## config.mk

```make
export PLATFORM = sky130hd
export DESIGN_NAME = ee201_pb_bounce_gen
export DESIGN_NICKNAME = d
export VERILOG_FILES = /design/src/rtl/ee201_pb_bounce_gen.sv
export SDC_FILE = /design/constraint.sdc
export NUM_CORES = 1
export LEC_CHECK = 0
export ABC_AREA = 1
export CORE_ASPECT_RATIO = 1.75
export CORE_MARGIN = 1
export CORE_UTILIZATION = 35
export DETAILED_ROUTE_END_ITERATION = 8
export PLACE_DENSITY_LB_ADDON = 0.25
export SYNTH_ARGS = -nofsm -noshare
export SYNTH_HDL_FRONTEND = slang
export SYNTH_SLANG_ARGS = --single-unit
```

## constraint.sdc

```tcl
create_clock -name CLK -period 2.3 [get_ports CLK]
set_clock_uncertainty 0.05 [all_clocks]
set_input_delay 0.345 -clock CLK [delete_from_list [all_inputs] [get_ports CLK]]
set_output_delay 0.345 -clock CLK [all_outputs]
set_load 0.02 [all_outputs]
```

## src/rtl/ee201_pb_bounce_gen.sv

```systemverilog
// Bouncy push-button waveform generator: LFSR-timed press bounce,
// stable hold, LFSR-timed release bounce, then a one-cycle DONE.
module ee201_pb_bounce_gen #(
   parameter int         N_BOUNCE = 3,
   parameter int         BW       = 3,
   parameter logic [7:0] SEED     = 8'hA5
) (
   input  logic        CLK,
   input  logic        RESET,
   input  logic        START,
   input  logic        ABORT,
   input  logic [15:0] HOLD_CYCLES,
   output logic        PB,
   output logic        BUSY,
   output logic        DONE
);

   localparam logic [7:0] SEED_INIT = (SEED == 8'h00) ? 8'h01 : SEED;
   localparam int SW = (N_BOUNCE < 1) ? 1 : $clog2(2 * N_BOUNCE);
   localparam int SEG_LAST_I = (N_BOUNCE < 1) ? 0 : 2 * N_BOUNCE - 1;
   localparam logic [SW-1:0] SEG_LAST = SW'(SEG_LAST_I);

   typedef enum logic [2:0] {
      IDLE,
      PBOUNCE,
      HOLD,
      RBOUNCE,
      FIN
   } state_t;

   state_t        state, state_n;
   logic [7:0]    lfsr, lfsr_n, lfsr_step;
   logic [BW-1:0] seg_rem, seg_rem_n;
   logic [SW-1:0] seg_idx, seg_idx_n;
   logic [15:0]   hold_len, hold_len_n;
   logic [15:0]   hold_rem, hold_rem_n;
   logic          pb_n, busy_n, done_n;

   // A zero hold request still yields one high cycle.
   function automatic logic [15:0] hold_init(input logic [15:0] h);
      return (h == 16'd0) ? 16'd0 : h - 16'd1;
   endfunction

   assign lfsr_step = {lfsr[6:0], lfsr[7] ^ lfsr[5] ^ lfsr[4] ^ lfsr[3]};

   always_comb begin
      state_n    = state;
      lfsr_n     = lfsr;
      seg_rem_n  = seg_rem;
      seg_idx_n  = seg_idx;
      hold_len_n = hold_len;
      hold_rem_n = hold_rem;
      pb_n       = PB;
      done_n     = 1'b0;
      case (state)
         IDLE: begin
            pb_n = 1'b0;
            if (START && !ABORT) begin
               hold_len_n = HOLD_CYCLES;
               pb_n       = 1'b1;
               if (N_BOUNCE == 0) begin
                  state_n    = HOLD;
                  hold_rem_n = hold_init(HOLD_CYCLES);
               end else begin
                  state_n   = PBOUNCE;
                  seg_idx_n = '0;
                  seg_rem_n = lfsr[BW-1:0];
                  lfsr_n    = lfsr_step;
               end
            end
         end
         PBOUNCE: begin
            if (seg_rem != '0) begin
               seg_rem_n = seg_rem - 1'b1;
            end else if (seg_idx == SEG_LAST) begin
               state_n    = HOLD;
               pb_n       = 1'b1;
               hold_rem_n = hold_init(hold_len);
            end else begin
               seg_idx_n = seg_idx + 1'b1;
               pb_n      = ~PB;
               seg_rem_n = lfsr[BW-1:0];
               lfsr_n    = lfsr_step;
            end
         end
         HOLD: begin
            if (hold_rem != 16'd0) begin
               hold_rem_n = hold_rem - 16'd1;
            end else if (N_BOUNCE == 0) begin
               state_n = FIN;
               pb_n    = 1'b0;
               done_n  = 1'b1;
            end else begin
               state_n   = RBOUNCE;
               pb_n      = 1'b0;
               seg_idx_n = '0;
               seg_rem_n = lfsr[BW-1:0];
               lfsr_n    = lfsr_step;
            end
         end
         RBOUNCE: begin
            if (seg_rem != '0) begin
               seg_rem_n = seg_rem - 1'b1;
            end else if (seg_idx == SEG_LAST) begin
               state_n = FIN;
               pb_n    = 1'b0;
               done_n  = 1'b1;
            end else begin
               seg_idx_n = seg_idx + 1'b1;
               pb_n      = ~PB;
               seg_rem_n = lfsr[BW-1:0];
               lfsr_n    = lfsr_step;
            end
         end
         FIN: begin
            state_n = IDLE;
            pb_n    = 1'b0;
         end
         default: begin
            state_n = IDLE;
            pb_n    = 1'b0;
         end
      endcase
      // Abort drops the waveform but keeps the LFSR where it was.
      if (ABORT && state != IDLE) begin
         state_n = IDLE;
         pb_n    = 1'b0;
         done_n  = 1'b0;
         lfsr_n  = lfsr;
      end
      busy_n = (state_n != IDLE);
   end

   always_ff @(posedge CLK) begin
      if (!RESET) begin
         state    <= IDLE;
         lfsr     <= SEED_INIT;
         seg_rem  <= '0;
         seg_idx  <= '0;
         hold_len <= '0;
         hold_rem <= '0;
         PB       <= 1'b0;
         BUSY     <= 1'b0;
         DONE     <= 1'b0;
      end else begin
         state    <= state_n;
         lfsr     <= lfsr_n;
         seg_rem  <= seg_rem_n;
         seg_idx  <= seg_idx_n;
         hold_len <= hold_len_n;
         hold_rem <= hold_rem_n;
         PB       <= pb_n;
         BUSY     <= busy_n;
         DONE     <= done_n;
      end
   end

endmodule

```

# After elaboration in Yosys (flattened, before gate mapping)
# Cells that the tools add are included.
classes:
  addsub: 4
  n_bitwise: 7
  n_mux: 36
  n_reduce_logical: 20
  eq_ne: 13
ops:
  columns: ["operator", "n"]
  rows:
  - ["2-to-1 mux 16 bit", 4]
  - ["2-to-1 mux 3 bit", 15]
  - ["2-to-1 mux 8 bit", 4]
  - ["one-hot mux 16 bit (2 select lines)", 1]
  - ["subtractor 16 x 1 -> 16 bit (second input constant)", 2]
  - ["one-hot mux 8 bit (3 select lines)", 1]
  - ["one-hot mux 3 bit (3 select lines)", 2]
  - ["logical NOT 16 bit", 1]
  - ["!= test 2 bit (second input constant)", 8]
  - ["nonzero test 16 bit", 1]
  - ["one-hot mux 3 bit (4 select lines)", 1]
  - ["nonzero test 3 bit", 4]
  - ["AND reduction 4 bit", 2]
  - ["2-to-1 mux 1 bit", 7]
  - ["equality test 3 x 2 -> 1 bit (second input constant)", 2]
  - ["AND reduction 6 bit", 1]
  - ["AND reduction 5 bit", 1]
  - ["inverter 1 bit", 4]
  - ["one-hot mux 1 bit (4 select lines)", 1]
  - ["OR reduction 2 bit", 2]
  - ["OR reduction 4 bit", 1]
  - ["adder 3 x 1 -> 3 bit (second input constant)", 1]
  - ["equality test 3 x 1 -> 1 bit (second input constant)", 1]
  - ["equality test 3 bit (second input constant)", 1]
  - ["other kinds (9)", 12]
word_totals:
  wordCells: 89
  out_inout_bits: 3
  in_bits: 20
  ff_bits: 52

# Longest topological paths before layout
logic_depth:
  ltp_word: 6
  depth_mapped: 13

# Least setup slack after synthesis
# Ideal clock, no wire load.
synth_timing:
  kind: "register to register"
  start: "reg seg_idx[1]"
  end: "reg lfsr[4]"
  period_less_slack_ns: 1.550
  slack_ns: 0.750
  setup_time_ns: 0.112
  stages_incl_launch_ff: 14
  t_arrival_ns: 1.388
  n_path_buf: 1
  required_time_ns: 2.138
  path_cell_list: "dfxtp_1 inv_1 ha_1 nand2_1 inv_1 nand2_1 o21ai_2 nor2_4 nand2_8 nor2_8 buf_6 nand2_1 nand2_1 nor2_2"
synth_via:
  elab_chain_len: 3
synth_rtl:
  columns: ["item", "line", "source"]
  rows:
  - ["start, declared", "34", "logic [SW-1:0] seg_idx, seg_idx_n;"]
  - ["start signal, assigned", "149", "seg_idx <= seg_idx_n;"]
  - ["equality test 3 bit", "75, 104", null]
  - ["!= test 2 bit (no line)", null, null]
  - ["AND reduction 6 bit (no line)", null, null]
  - ["end signal, assigned", "147", "lfsr <= lfsr_n;"]
  - ["end, declared", "32", "logic [7:0] lfsr, lfsr_n, lfsr_step;"]
# No other way between the ends.
# A chain may end at the register's enable or synchronous reset.

# Worst setup path after layout
layout_timing:
  start: "reg seg_idx[1]"
  end: "reg lfsr[5]"
# The elaborated chain is that of the path after synthesis.

==> summary.md <==
### Place
• # port buffers: 22
• placed instance area: 3717 µm²
• routability cong.: 0.9119
• Placed Cells: 669
• post-detail-place hpwl: 6.668 mm

### Yosys
• number of enable-type register cells in the synthesized netlist: 0
• share of synthesized area occupied by flip-flops and latches: 0.3076
• #FFs+latches synth: 52
• ranking of synthesized cells by instance count: sky130_fd_sc_hd__nand2_1 (124), sky130_fd_sc_hd__nor2_1 (80), sky130_fd_sc_hd__inv_1 (75), sky130_fd_sc_hd__dfxtp_1 (52), sky130_fd_sc_hd__nand3_1 (48)
• post-synthesis cell count: 534
• Async S/R FF share, synth: 0
• post-synthesis cell area: 3384 µm²
• synth warn: 0
• dominant cell type by area after synthesis: sky130_fd_sc_hd__dfxtp_1
• most numerous cell in the Yosys netlist: sky130_fd_sc_hd__nand2_1
• Yosys top cell area share: 0.3076
• Synth cell types: 31
• Synth Flop Type: sky130_fd_sc_hd__dfxtp_1
• total nets after synthesis: 562
• Area contributors post-synth: sky130_fd_sc_hd__dfxtp_1 (31%), sky130_fd_sc_hd__nand2_1 (14%), sky130_fd_sc_hd__nor2_1 (8.9%)
• synthesized area divided by synthesized cell count: 6.338 µm²

### Global routing
• sum of overflow across all layers after global routing: 0
• initial antenna violation count: 0
• first-pass GRT wire length: 14.59 mm
• maximum number of pins on one net before global-route repair: 45
• vias in the first global route: 3,244
• GRT Util Overall: 0.1817

### Die
• Floorplan Core Area: 9409 µm²
• die width: 76.34 µm
• Die Footprint: 10,080 µm²
• Rows: 47
• Die Height: 132.1 µm
• total I/O pin count: 23
• Initial Utilization: 0.3597

### STA
• Worst slew margin: 0.7007
• unrepaired setup endpoints after global routing: false
• Setup TNS: 0 ns
• Tmin final: 1.824 ns
• final-report max-slew violation count: 0
• number of hold-slack violations in the final timing report: 0
• FMAX: 0.5481 GHz
• Slew @ Worst Pin: 0.4490 ns
• number of endpoints failing setup at the final stage: 0
• fraction of the cycle the final worst path needs: 0.7932

### Detailed routing
• wire length per cell after detailed routing: 12.75 µm
• Post-Route WL: 8.632 mm
• initial drt markers: 130
• mean number of vias per cell: 4.787
• post-detailed-route DRC marker count: 0
• vias after detailed routing: 3,241
• count of antenna-violating nets left after detailed routing: 0
• number of search-and-repair iterations in the first detailed-routing pass: 4

### Worst setup path
• arrival time worst endpoint: 1.95 ns
• kind of launch point of the worst setup path: flop
• Req. time, crit path: 2.43 ns
• Crit Path Class: reg2reg
• critical path peak fanout: 13
• kind of end point of the critical path: flop

### Pwr
• Leak Pwr: 0.001978 µW
• total power of the final layout: 2271 µW
• Worst IR Drop VDD: 0.4511 mV
• Pwr per Cell Area: 587.2 nW/µm²

### Run
• maximum capacitance violations: 0

### Finish
• non-filler cells in the finished layout: 677
• total number of nets in the final design: 582
• final instance area: 3867 µm²
• layout filler cell count: 1,079
• Area growth, synth to finish: 14.27%
• antenna diode count: 0
• share of layout cells above drive strength 1: 0.09009

### CTS
• Sink Count: 52
• # hold bufs at CTS: 0
• Clock transition at path regs: 0.07 ns
• worst-case clock buffer depth: 2
• number of H-tree levels: 2
• quantity of gates resized following cts: 0
• CTS tree: done
• TritonCTS Buffers: 5
• worst-skew pair later-pin latency: 0.30 ns
• postcts setup bufs: 0
• CTS root buffer: sky130_fd_sc_hd__clkbuf_16

### Run status
• result of the run: completed

### Worst hold path
• HP Class: reg2reg

==> path summary, 6_finish.rpt <==
path	end	from	slack, ns	depth (start not counted)
setup reg to reg	lfsr[5]	seg_idx[1]	0.48	12
hold / removal	lfsr[2]	lfsr[2]	0.43	2
setup / recovery	lfsr[5]	seg_idx[1]	0.48	12
hold reg to reg	lfsr[2]	lfsr[2]	0.43	2
==> layer usage <==
layer	track usage	vias up	wire length, µm
li1	-	1710	-
met1	0.1771	1440	3369
met2	0.3493	67	4620
met3	0.02353	24	200
met4	0.1186	0	442
met5	0	-	0
==> placed cells by master (no fill, tap or decap), drive strengths merged, types with 8 or more instances in the layout <==
cell | Yosys | routed
clkdlybuf4s50 | 0 | 22
nand2 | 132 | 132
o21ai | 42 | 42
dfxtp | 52 | 52
nand3 | 50 | 50
xor2 | 10 | 10
inv | 80 | 82
a21oi | 21 | 21
nor2 | 99 | 99
ha | 8 | 8
nand4 | 10 | 10
==> report_power, final <==
part	switching [µW]	internal, µW
logic	295	188
registers	42.6	953
clock network	380	412
total	718	1550
==> final cells by class <==
| class | count | area (µm²) | share of cell area |
|---|---|---|---|
| multi-input cells | 388 | 1966 | 0.5083 |
| flip-flops and latches | 52 | 1041 | 0.2692 |
| inverters | 80 | 300.3 | 0.07764 |
| repair buffers | 27 | 257.7 | 0.06665 |
| well taps | 122 | 152.6 | 0.03947 |
| clock buffers | 5 | 125.1 | 0.03235 |
| clock inverters | 3 | 25.02 | 0.006470 |
==> flip-flops by register name (all words and copies together) (netlist names) <==
register	flops
lfsr	8
seg_rem	3
DONE	1
hold_len	16
BUSY	1
PB	1
state	3
seg_idx	3
hold_rem	16
==> cell families after synthesis <==
logic type	after synthesis	share of synthesized area
AO/OA/AOI/OAI	64	0.09723
XOR/XNOR	14	0.03623
adder cells (fa/ha/maj)	8	0.02958
buffers and inverters	94	0.1116
flip-flops	52	0.3076
AND/OR/NAND/NOR	302	0.4177
==> worst max-delay path, cell delays in order (launching register included) <==
cell,delay [ns]
sky130_fd_sc_hd__dfxtp_1,0.34
sky130_fd_sc_hd__inv_1,0.06
sky130_fd_sc_hd__ha_1,0.17
sky130_fd_sc_hd__nand2_1,0.14
sky130_fd_sc_hd__inv_1,0.08
sky130_fd_sc_hd__nand2_1,0.09
sky130_fd_sc_hd__o21ai_2,0.07
sky130_fd_sc_hd__nor2_4,0.16
sky130_fd_sc_hd__nand2_8,0.09
sky130_fd_sc_hd__nor2_8,0.19
sky130_fd_sc_hd__inv_1,0.11
sky130_fd_sc_hd__nand2_1,0.07
sky130_fd_sc_hd__nand3_1,0.06
==> stage by stage <==
stage                 util  hold slack [ns]  worst slack (ns)
finish              0.4110           0.4311            0.4756
global route        0.4110           0.4562            0.2733
global placement    0.3951           0.4125            0.3843
CTS                 0.4110           0.4330            0.4595
floorplan                -           0.3789            0.7502
detailed placement  0.3951           0.4131            0.3468
Note: power is estimated with default switching activity, not from simulation.
